## config.mk

```make
export PLATFORM = sky130hd
export DESIGN_NAME = fetch_ctrl
export DESIGN_NICKNAME = d
export VERILOG_FILES = /design/src/rtl/fetch_pkg.sv /design/src/rtl/fetch_queue.sv /design/src/rtl/fetch_ctrl.sv
export SDC_FILE = /design/constraint.sdc
export NUM_CORES = 1
export LEC_CHECK = 0
export ABC_AREA = 1
export BUFFER_PORTS_ARGS = -buffer_cell sky130_fd_sc_hd__buf_4
export CAP_MARGIN = 20
export CORE_MARGIN = 1
export CORE_UTILIZATION = 36
export DETAILED_ROUTE_END_ITERATION = 12
export PLACE_DENSITY = 0.61
export SYNTH_ARGS = -nofsm -noshare
export SYNTH_HDL_FRONTEND = slang
export SYNTH_HIERARCHICAL = 1
export SYNTH_SLANG_ARGS = --single-unit
```

## constraint.sdc

```tcl
create_clock -name clk -period 3.4 [get_ports clk]
set_input_delay 0.34 -clock clk [delete_from_list [all_inputs] [get_ports clk]]
set_output_delay 0.34 -clock clk [all_outputs]
set_load 0.005 [all_outputs]
```

## src/rtl/fetch_pkg.sv

```systemverilog
// Shared types and constants for the instruction-fetch front end.
package fetch_pkg;

  localparam int unsigned INSN_BYTES = 4;
  localparam int unsigned INSN_W     = 32;
  localparam int unsigned PC_W       = 32;

  typedef enum logic [1:0] {
    S_BOOT,
    S_RUN,
    S_HALT
  } state_t;

  typedef struct packed {
    logic [PC_W-1:0]   pc;
    logic [INSN_W-1:0] inst;
  } fetch_entry_t;

endpackage

```

## src/rtl/fetch_queue.sv

```systemverilog
// Synchronous DEPTH-entry FIFO with flush; the head is read straight from storage.
module fetch_queue #(
  parameter int unsigned DEPTH = 2,
  parameter int unsigned W     = 64,
  localparam int unsigned CW   = $clog2(DEPTH + 1)
) (
  input  logic          clk,
  input  logic          rst_n,
  input  logic          push,
  input  logic [W-1:0]  push_data,
  input  logic          pop,
  input  logic          flush,
  output logic          head_valid,
  output logic [W-1:0]  head_data,
  output logic [CW-1:0] count
);

  localparam int unsigned PW = (DEPTH > 1) ? $clog2(DEPTH) : 1;

  logic [W-1:0]  mem [DEPTH];
  logic [PW-1:0] rd_ptr;
  logic [PW-1:0] wr_ptr;
  logic          do_push;
  logic          do_pop;

  function automatic logic [PW-1:0] ptr_inc(input logic [PW-1:0] p);
    return (p == PW'(DEPTH - 1)) ? '0 : p + PW'(1);
  endfunction

  // A push into a full queue is accepted only when the head leaves in the same cycle.
  assign do_pop  = pop && (count != '0);
  assign do_push = push && ((count != CW'(DEPTH)) || do_pop);

  always_ff @(posedge clk or negedge rst_n) begin
    if (!rst_n) begin
      for (int i = 0; i < int'(DEPTH); i++) begin
        mem[i] <= '0;
      end
      rd_ptr <= '0;
      wr_ptr <= '0;
      count  <= '0;
    end else if (flush) begin
      rd_ptr <= '0;
      wr_ptr <= '0;
      count  <= '0;
    end else begin
      if (do_push) begin
        mem[wr_ptr] <= push_data;
        wr_ptr      <= ptr_inc(wr_ptr);
      end
      if (do_pop) begin
        rd_ptr <= ptr_inc(rd_ptr);
      end
      count <= count + CW'(do_push) - CW'(do_pop);
    end
  end

  assign head_valid = (count != '0);
  assign head_data  = mem[rd_ptr];

endmodule

```

## src/rtl/fetch_ctrl.sv

```systemverilog
// Instruction-fetch sequencer: owns the PC, issues word fetches, buffers
// returned words in order and hands {pc, inst} to decode; redirects flush.
module fetch_ctrl
  import fetch_pkg::*;
#(
  parameter int unsigned      XLEN     = 32,
  parameter logic [XLEN-1:0]  RESET_PC = '0,
  parameter int unsigned      DEPTH    = 2
) (
  input  logic              clk,
  input  logic              rst_n,
  input  logic              fetch_en,
  input  logic              redirect_valid,
  input  logic [XLEN-1:0]   redirect_pc,
  output logic              mem_req,
  output logic [XLEN-1:0]   mem_addr,
  input  logic              mem_gnt,
  input  logic              mem_rvalid,
  input  logic [INSN_W-1:0] mem_rdata,
  output logic              inst_valid,
  output logic [INSN_W-1:0] inst_data,
  output logic [XLEN-1:0]   inst_pc,
  input  logic              inst_ready
);

  localparam int unsigned     CW         = $clog2(DEPTH + 1);
  localparam int unsigned     EW         = $bits(fetch_entry_t);
  localparam logic [XLEN-1:0] ALIGN_MASK = ~XLEN'(INSN_BYTES - 1);

  state_t          state;
  logic [XLEN-1:0] fetch_pc;
  logic [CW-1:0]   outstanding;
  logic [CW-1:0]   discard;
  logic [CW-1:0]   count;
  logic [CW-1:0]   tag_count;
  logic            pend;
  logic [CW:0]     used;
  logic            gnt_fire;
  logic            rv_fire;
  logic            drop;
  logic            dq_push;
  logic            dq_pop;
  logic            tag_valid;
  logic [XLEN-1:0] tag_pc;
  logic [EW-1:0]   dq_head;
  fetch_entry_t    push_ent;
  fetch_entry_t    head_ent;

  // Credit counts both buffered words and owed responses (discards included).
  assign used     = (CW+1)'(count) + (CW+1)'(outstanding);
  assign mem_req  = !redirect_valid && (used < (CW+1)'(DEPTH)) &&
                    (pend || ((state == S_RUN) && fetch_en));
  assign mem_addr = fetch_pc;

  assign gnt_fire = mem_req && mem_gnt;
  assign rv_fire  = mem_rvalid && (outstanding != '0);
  assign drop     = (discard != '0);
  assign dq_push  = rv_fire && !drop && !redirect_valid;
  assign dq_pop   = inst_valid && inst_ready && !redirect_valid;

  assign push_ent  = '{pc: PC_W'(tag_pc), inst: mem_rdata};
  assign head_ent  = dq_head;
  assign inst_pc   = XLEN'(head_ent.pc);
  assign inst_data = head_ent.inst;

  // FSM, PC and response bookkeeping.
  always_ff @(posedge clk or negedge rst_n) begin
    if (!rst_n) begin
      state       <= S_BOOT;
      fetch_pc    <= RESET_PC & ALIGN_MASK;
      outstanding <= '0;
      discard     <= '0;
      pend        <= 1'b0;
    end else begin
      case (state)
        S_BOOT:  state <= S_RUN;
        S_RUN:   if (!fetch_en) state <= S_HALT;
        S_HALT:  if (fetch_en) state <= S_RUN;
        default: state <= S_BOOT;
      endcase

      if (redirect_valid) begin
        fetch_pc <= redirect_pc & ALIGN_MASK;
      end else if (gnt_fire) begin
        fetch_pc <= fetch_pc + XLEN'(INSN_BYTES);
      end

      outstanding <= outstanding + CW'(gnt_fire) - CW'(rv_fire);

      // Everything still owed after this cycle belongs to the abandoned stream.
      if (redirect_valid) begin
        discard <= outstanding - CW'(rv_fire);
      end else if (rv_fire && drop) begin
        discard <= discard - CW'(1);
      end

      // An ungranted request is held until granted or withdrawn by a redirect.
      pend <= mem_req && !mem_gnt;
    end
  end

  fetch_queue #(
    .DEPTH (DEPTH),
    .W     (EW)
  ) u_data_q (
    .clk        (clk),
    .rst_n      (rst_n),
    .push       (dq_push),
    .push_data  (push_ent),
    .pop        (dq_pop),
    .flush      (redirect_valid),
    .head_valid (inst_valid),
    .head_data  (dq_head),
    .count      (count)
  );

  // PC tags for every owed response; dropped responses still consume their tag.
  fetch_queue #(
    .DEPTH (DEPTH),
    .W     (XLEN)
  ) u_tag_q (
    .clk        (clk),
    .rst_n      (rst_n),
    .push       (gnt_fire),
    .push_data  (fetch_pc),
    .pop        (rv_fire),
    .flush      (1'b0),
    .head_valid (tag_valid),
    .head_data  (tag_pc),
    .count      (tag_count)
  );

  a_no_orphan_rvalid : assert property (@(posedge clk) disable iff (!rst_n)
    !(mem_rvalid && (outstanding == '0)));

  a_tag_tracks : assert property (@(posedge clk) disable iff (!rst_n)
    (tag_count == outstanding) && (!rv_fire || tag_valid));

endmodule

```

## After elaboration in Yosys (flattened, before gate mapping)

Index checks and enable logic that the tools add are counted.
Widths: inputs -> output; s select.

| cells by class | value |
|---|---|
| add/subtract/negate cells | 14 |
| magnitude comparators | 7 |
| eq/ne operators | 6 |
| mux-type cells | 28 |
| bitwise gates (word level) | 5 |
| reduce and logical (&&, ||, !) cells | 34 |

Operator list:

| operator | count |
|---|---|
| $mux 64 | 4 |
| $mux 32 | 6 |
| $bwmux 128 | 1 |
| $bwmux 64 | 1 |
| $demux 64 s1 | 1 |
| $add 32x3->32 const B | 1 |
| $demux 32 s1 | 1 |
| $logic_and 1x1->1 | 17 |
| $reduce_bool 2->1 | 8 |
| $mux 2 | 5 |
| $ge 2x2->1 const B | 4 |
| $mux 1 | 8 |
| $ne 2x2->1 const B | 4 |
| $not 1->2 | 4 |
| $sub 2x1->2 | 4 |
| $add 2x1->2 | 3 |
| $pmux 2 s3 | 1 |
| $add 1x1->1 const B | 4 |
| $lt 2x1->1 const B | 2 |
| $reduce_and 2->1 | 2 |
| $add 2x2->3 | 1 |
| $logic_not 1->1 | 3 |
| $logic_or 1x1->1 | 3 |
| $lt 3x2->1 const B | 1 |
| 5 further kinds | 5 |

| word-level totals | value |
|---|---|
| bits in registers | 239 |
| input bits | 71 |
| word-level logic and storage cells | 109 |

## Longest topological paths before layout

| depth | value |
|---|---|
| depth in word-level cells | 9 |
| gate-level depth with buffers | 15 |
| depth with buffers taken out | 13 |

## Modules after synthesis

The synthesis kept the hierarchy.

By module, submodules not included:

| module | times used | cells each | area each (µm²) | sequential area each (µm²) |
|---|---|---|---|---|
| fetch_queue (u_data_q) | 1 | 810 | 6392.4 | 3303.2 |
| fetch_queue (u_tag_q) | 1 | 421 | 3357.0 | 1701.6 |
| fetch_ctrl | 1 | 395 | 2643.8 | 925.9 |

## Worst setup path after synthesis

Ideal clock, no wire load.

| timing | value |
|---|---|
| path kind | reg-to-reg |
| start | reg outstanding[0] |
| end | reg u_tag_q.count[1] |
| arrival | 2.535 ns |
| required time | 3.281 ns |
| setup slack | 0.746 ns |
| stages on the path, launching flop included | 15 |
| path buffers | 2 |
| clock period less this slack | 2.654 ns |
| cells stage by stage | dfrtp_1 nand2_1 inv_1 fa_1 nor3_4 nand3_4 inv_2 buf_2 buf_4 nand2_1 ha_1 inv_1 ha_1 a21oi_1 nor2_1 |

| on the way | value |
|---|---|
| cells in the longest elaborated chain, start to end | 8 |
| elaborated cells on any way between the ends | 12 |

RTL lines:

| element | RTL line | source |
|---|---|---|
| start, declared | fetch_ctrl.sv:32 | `logic [CW-1:0] outstanding;` |
| start signal, assigned | fetch_ctrl.sv:88 | `outstanding <= outstanding + CW'(gnt_fire) - CW'(rv_fire);` |
| $add 2x2->3 | fetch_ctrl.sv:50 | `assign used = (CW+1)'(count) + (CW+1)'(outstanding);` |
| $lt 3x2->1 | fetch_ctrl.sv:51 | `assign mem_req = !redirect_valid && (used < (CW+1)'(DEPTH)) &&` |
| $logic_and 1x1->1 (2 in a row) | fetch_ctrl.sv:51 |  |
| $logic_and 1x1->1 | fetch_ctrl.sv:55 | `assign gnt_fire = mem_req && mem_gnt;` |
| net gnt_fire | fetch_ctrl.sv:38 | `logic gnt_fire;` |
| $logic_and 1x1->1 | fetch_queue.sv:32 | `assign do_push = push && ((count != CW'(DEPTH)) \|\| do_pop);` |
| $add 2x1->2 | fetch_queue.sv:54 | `count <= count + CW'(do_push) - CW'(do_pop);` |
| $sub 2x1->2 | fetch_queue.sv:54 |  |
| end signal, assigned | fetch_queue.sv:54 |  |
| end, declared | fetch_queue.sv:15 | `output logic [CW-1:0] count` |

The timed path passes the listed nets, and every way through them passes these cells.
A chain may end at the register's enable or synchronous reset.

## Final worst setup path

| timing | value |
|---|---|
| start | reg outstanding[0] |
| end | reg u_tag_q/mem[45] (netlist bit) |

| on the way | value |
|---|---|
| cells in the longest elaborated chain, start to end | 6 |
| elaborated cells on any way between the ends | 10 |

RTL lines:

| element | RTL line | source |
|---|---|---|
| $add 2x2->3 | fetch_ctrl.sv:50 |  |
| $lt 3x2->1 | fetch_ctrl.sv:51 |  |
| $logic_and 1x1->1 (2 in a row) | fetch_ctrl.sv:51 |  |
| $logic_and 1x1->1 | fetch_ctrl.sv:55 |  |
| $logic_and 1x1->1 * | fetch_queue.sv:32 |  |
| end signal, assigned by index | fetch_queue.sv:48 | `mem[wr_ptr] <= push_data;` |
| end, declared | fetch_queue.sv:20 | `logic [W-1:0] mem [DEPTH];` |

Every way passes the cells marked *; elsewhere a longest branch is shown, timed or not.

==> results.md <==
- The flow ran to the end, and the final reports show no timing, DRC or antenna violations.
- The die outline area is 35200 µm².
- The critical setup path kind is flip-flop to flip-flop.
- The total routing resource utilization after global routing is 19.7%.
- The launch point of the worst path is outstanding[0]$_DFF_PN0_.
- The total length of routed met2 wires is 14.9 mm.
- The post-synthesis xor/xnor area fraction is less than 1%.
- The main flop type after synthesis is sky130_fd_sc_hd__dfrtp_1.
- The slew at the pin with the worst max-slew slack is about 0.85 ns.
- The starting density of the core is 36.8%.
- Counting the fill cells in the layout gives 3499.
- The dominant delay contributor by cell family on the critical path is simple AND/OR/NAND/NOR gates.
- The adder and majority gate portion of the synthesized area is 1.07%.
- The number of antenna violations at the first check in global routing is 0.
- The number of cells on the worst reg-to-reg path is 10.
- The final layout contains routed wiring with a total length of ~34 mm.
- The sequential area share after synthesis is roughly 48%.
- The least setup slack across all paths after layout is 0.471 ns.
- The tree is rooted in a sky130_fd_sc_hd__clkbuf_16.
- The worst register-to-register path begins at outstanding[0]$_DFF_PN0_.
- The number of buffers on the longest clock path is 3.
- The count of pins over their slew limit is 0.
- After detailed routing, the number of remaining DRC violations is 0.
- For this run, the top clock speed supported by timing is roughly 340 MHz.
- The final layout contains between 1500 and 2000 nets.
- The simple-gate share of the synthesized area is 40.6%.
- The maximum level of the CTS H-tree is 1.
- The worst setup path is captured at a flip-flop.
- For this run, the share of the core covered by cells in the final layout is 43.1%.
- The final period utilization is 86.2%.
- Detailed placement ended at an HPWL of 20.9 mm.
- The data required time of the critical path is 3.81 ns.
- After detailed routing, the number of vias per cell comes to 5.09.
- The via count of the first global-routing pass is approximately 11000.
- The compound-cell area share of the yosys netlist is 1.62%.
- The width of the chip is roughly 190 µm.
- In this run, placement finished with an instance count of 2155.
- The final hold violation count is 0.
- The main combinational cell family by area after synthesis is simple AND/OR/NAND/NOR gates.
- The die is 188 µm tall.
- The TritonCTS clock tree is done.
- The share of layout cells above drive strength 1 is 14.7%.
- The number of gates resized after CTS was 0.
- For this block, the initial DRC count from the detailed router was between 800 and 900.
- The detailed-routed wire length on met3 is 2.42 mm.
- In this run the worst setup path terminates at u_tag_q/mem[45]$_DFFE_PN0P_.
- The row count is 67.
- The number of clock buffers added by TritonCTS is 27.
- The number of buffers and inverters on the critical path is 3.
- The tree built by TritonCTS fans out to ~240 sinks.
- The worst-case vdd ir drop is 0.377 mV.
- The synthesized instance count is 1626.
- The worst setup path is launched from a flip-flop.
- The final design area excluding fillers is 14500 µm².
- The number of register bits inferred by synthesis is 237.
- The fraction of synthesis flops using an asynchronous set or reset pin is 100%.
- The overall overflow remaining after global route is 0.
- Detailed routing inserted a total of 11188 vias.
- Setup total negative slack on the finished layout was measured at 0 ns.
- The congestion estimate from routability-driven global placement came to 0.883.
- The netlist uses 36 different library cells.
- The number of I/O pins is 169.
- The critical path crosses 10 cells after its start point.
- Setup repair after global routing left no endpoint under its margin.
- The biggest cell delay along the critical path is 0.49 ns.
- The final setup skew is 0.0204 ns.
- The critical-path cell with the highest stage delay is sky130_fd_sc_hd__fa_1.
- In this run the remaining antenna-violating nets after routing total 0.
- Prior to clock tree synthesis, the placed netlist has a worst setup slack of 0.516 ns.
- The detailed-router iteration count before antenna repair is 6.
- In this run the worst path has a maximum fanout of 23.
- The tightest slew margin relative to the limit is 43.4%.
- The leakage dissipation is 7.86 nW.
- The mux cell area share after synthesis is 0.0808%.
- The placed standard-cell area is 13700 µm².
- The areal power density over the cells is ~620 nW/µm².
- In this run the top signal layer used is met4.
- The type of the worst min-delay path is input pin to flip-flop.
- After detailed routing, the average wire length per cell comes to 15.6 µm.
- In this run the critical register-to-register path is captured at u_tag_q/mem[45]$_DFFE_PN0P_.
- The pin count of the biggest net entering global routing is 124.
- The finished layout holds 2199 standard cells, fillers aside.
- The worst endpoint data arrival time is 3.34 ns.
- The count of warnings emitted by yosys is 6.
- Setup violations remaining at the end of the flow were counted as 0.
- The post-synthesis instance area is 12400 µm².
- The number of setup buffers added after CTS is 0.
- The most numerous cell type found on the critical path is sky130_fd_sc_hd__nand2_1.
- For this block, wires on met1 add up to between 15 and 20 mm.
- The global-route wire length before repair is 57.0 mm.
- The core region is around 34000 µm².
- The area growth from synthesis to layout is 17.1%.
- The number of synthesized flops with an enable pin is 0.
- Buffers placed on the I/O ports in this run total 164.
- The repair_antennas step left the layout with diodes totalling 0.
- The average size of a mapped cell is 7.62 µm².
- Walking the worst path, the cells encountered are nand2_1 > inv_1 > fa_1 > nor3_4 > nand3_4 > inv_2 > nand3_2 > buf_4 > nand2_1 > nand2_1.
- The max-cap violation count is 0.
- After layout, the minimum clock period comes to 2.93 ns.
- The reg2reg setup slack is 0.47 ns.
- The later-pin clock latency in the skew report is 0.54 ns.
- After clock tree synthesis, the clock-pin slew on the worst setup and hold paths is 0.06 ns.
==> synthesized netlist by cell type (2+ instances only) <==
cell                       count  area, µm²
sky130_fd_sc_hd__xor2_1        5       43.8
sky130_fd_sc_hd__buf_2        71        355
sky130_fd_sc_hd__nor3_1        3       15.0
sky130_fd_sc_hd__nand3_2       3       30.0
sky130_fd_sc_hd__o211ai_1      7       52.6
sky130_fd_sc_hd__clkbuf_1      5       18.8
sky130_fd_sc_hd__nand3_1      53        265
sky130_fd_sc_hd__buf_8         5       75.1
sky130_fd_sc_hd__nand2_2       2       12.5
sky130_fd_sc_hd__dfrtp_1     237       5930
sky130_fd_sc_hd__ha_1          9        113
sky130_fd_sc_hd__and2_1        2       12.5
sky130_fd_sc_hd__nor2_1       47        176
sky130_fd_sc_hd__a21oi_1       8       40.0
sky130_fd_sc_hd__nor2_2        8       50.1
sky130_fd_sc_hd__o21bai_1      2       15.0
sky130_fd_sc_hd__o21ai_0      15       75.1
sky130_fd_sc_hd__nand3_4       3       52.6
sky130_fd_sc_hd__inv_2         9       33.8
sky130_fd_sc_hd__buf_6        12        135
sky130_fd_sc_hd__xnor2_1       5       43.8
sky130_fd_sc_hd__or2_2         4       25.0
sky130_fd_sc_hd__inv_1        58        218
sky130_fd_sc_hd__buf_4        21        158
sky130_fd_sc_hd__nand4_1     193       1210
sky130_fd_sc_hd__nand2_1     825       3100
sky130_fd_sc_hd__nor2_4        5       56.3
==> cell families (layout without fill, tap and decap cells) <==
group,after synthesis,count (layout)
adders and majority gates,10,10
muxes,1,1
buffers and inverters,182,298
DFF,237,237
and+or+nand+nor,1150,1150
AOI/OAI and AO/OA,35,35
other,1,10
xor gates and xnor gates,10,10
==> worst min-delay path: cells and delay by family <==
kind,cells,cell delay [ns]
buf+inv,1,0.07
simple gates,2,0.11
==> registers in the layout (all words and copies together) (netlist names) <==
signal,flops
discard,2
mem_addr,30
outstanding,2
pend,1
state,2
u_data_q/count,2
u_data_q/mem,128
u_data_q/rd_ptr,1
u_data_q/wr_ptr,1
u_tag_q/count,2
u_tag_q/mem,64
u_tag_q/rd_ptr,1
u_tag_q/wr_ptr,1
==> layout make-up <==
type	instances	area, µm²	area share [%]
clock buffers	39	741	5.10
flip-flops and latches	237	5930	40.9
well taps	448	561	3.86
inverters	67	251	1.73
clock inverters	2	13.8	0.0948
repair buffers	190	1490	10.3
multi-input cells	1216	5520	38.1
==> metrics by stage <==
| stage | power [mW] | hold slack, ns |
|---|---|---|
| 2_1_floorplan | 5.37 | 0.0444 |
| 4_1_cts | 9.10 | 0.0136 |
| 6_report | 9.01 | 0.0260 |
| 5_1_grt | 9.63 | 0.0260 |
| 3_5_place_dp | 6.48 | 0.401 |
| 3_3_place_gp | 6.40 | 0.396 |
==> worst min path at each step <==
| stage | from | cells past startpoint | slack (ns) | to |
|---|---|---|---|---|
| 6_report | redirect_pc[16] | 3 | 0.03 | mem_addr[16]$_DFFE_PN0P_ |
| 5_1_grt | redirect_pc[14] | 3 | 0.03 | mem_addr[14]$_DFFE_PN0P_ |
| 4_1_cts | redirect_pc[16] | 3 | 0.01 | mem_addr[16]$_DFFE_PN0P_ |
| 3_5_place_dp | rst_n | 1 | 0.40 | u_data_q/mem[84]$_DFFE_PN0P_ |
| 3_3_place_gp | rst_n | 1 | 0.40 | u_data_q/mem[84]$_DFFE_PN0P_ |
| 2_1_floorplan | rst_n | 0 | 0.04 | discard[0]$_DFFE_PN0P_ |
==> repair_timing <==
| item | in CTS | in global routing |
|---|---|---|
| hold endpoints to repair | 84 | 0 |
| hold buffers | 3 | 0 |
| endpoints found under the setup margin | 0 | 0 |
==> cells in the final DEF (no fill, tap or decap), types with 5 or more instances in the layout <==
cell type                     n
sky130_fd_sc_hd__o21ai_0     15
sky130_fd_sc_hd__nand2_1    825
sky130_fd_sc_hd__o211ai_1     7
sky130_fd_sc_hd__clkbuf_16   27
sky130_fd_sc_hd__nor2_1      47
sky130_fd_sc_hd__xnor2_1      5
sky130_fd_sc_hd__conb_1      10
sky130_fd_sc_hd__nand4_1    193
sky130_fd_sc_hd__xor2_1       5
sky130_fd_sc_hd__nor2_2       6
sky130_fd_sc_hd__nand3_1     52
sky130_fd_sc_hd__clkbuf_1    10
sky130_fd_sc_hd__buf_4      182
sky130_fd_sc_hd__nor2_4       7
sky130_fd_sc_hd__ha_1         9
sky130_fd_sc_hd__inv_1       57
sky130_fd_sc_hd__a21oi_1      8
sky130_fd_sc_hd__inv_2       10
sky130_fd_sc_hd__dfrtp_1    236
==> metal layers <==
metal	vias to the layer above	GRT usage, %
met5	-	0
met4	0	3.97
met3	39	2.70
met2	394	30.0
met1	5271	29.6
li1	5484	-
==> report_power, final <==
part           leakage, nW  internal, mW  total (mW)  switching [mW]
Sequential            3.15          3.47        3.93           0.463
Combinational         4.35          1.03        2.49            1.45
Clock                0.367          1.48        2.59            1.11
Total                 7.86          5.99        9.01            3.02
No activity file was read; power rests on OpenSTA's default activity.
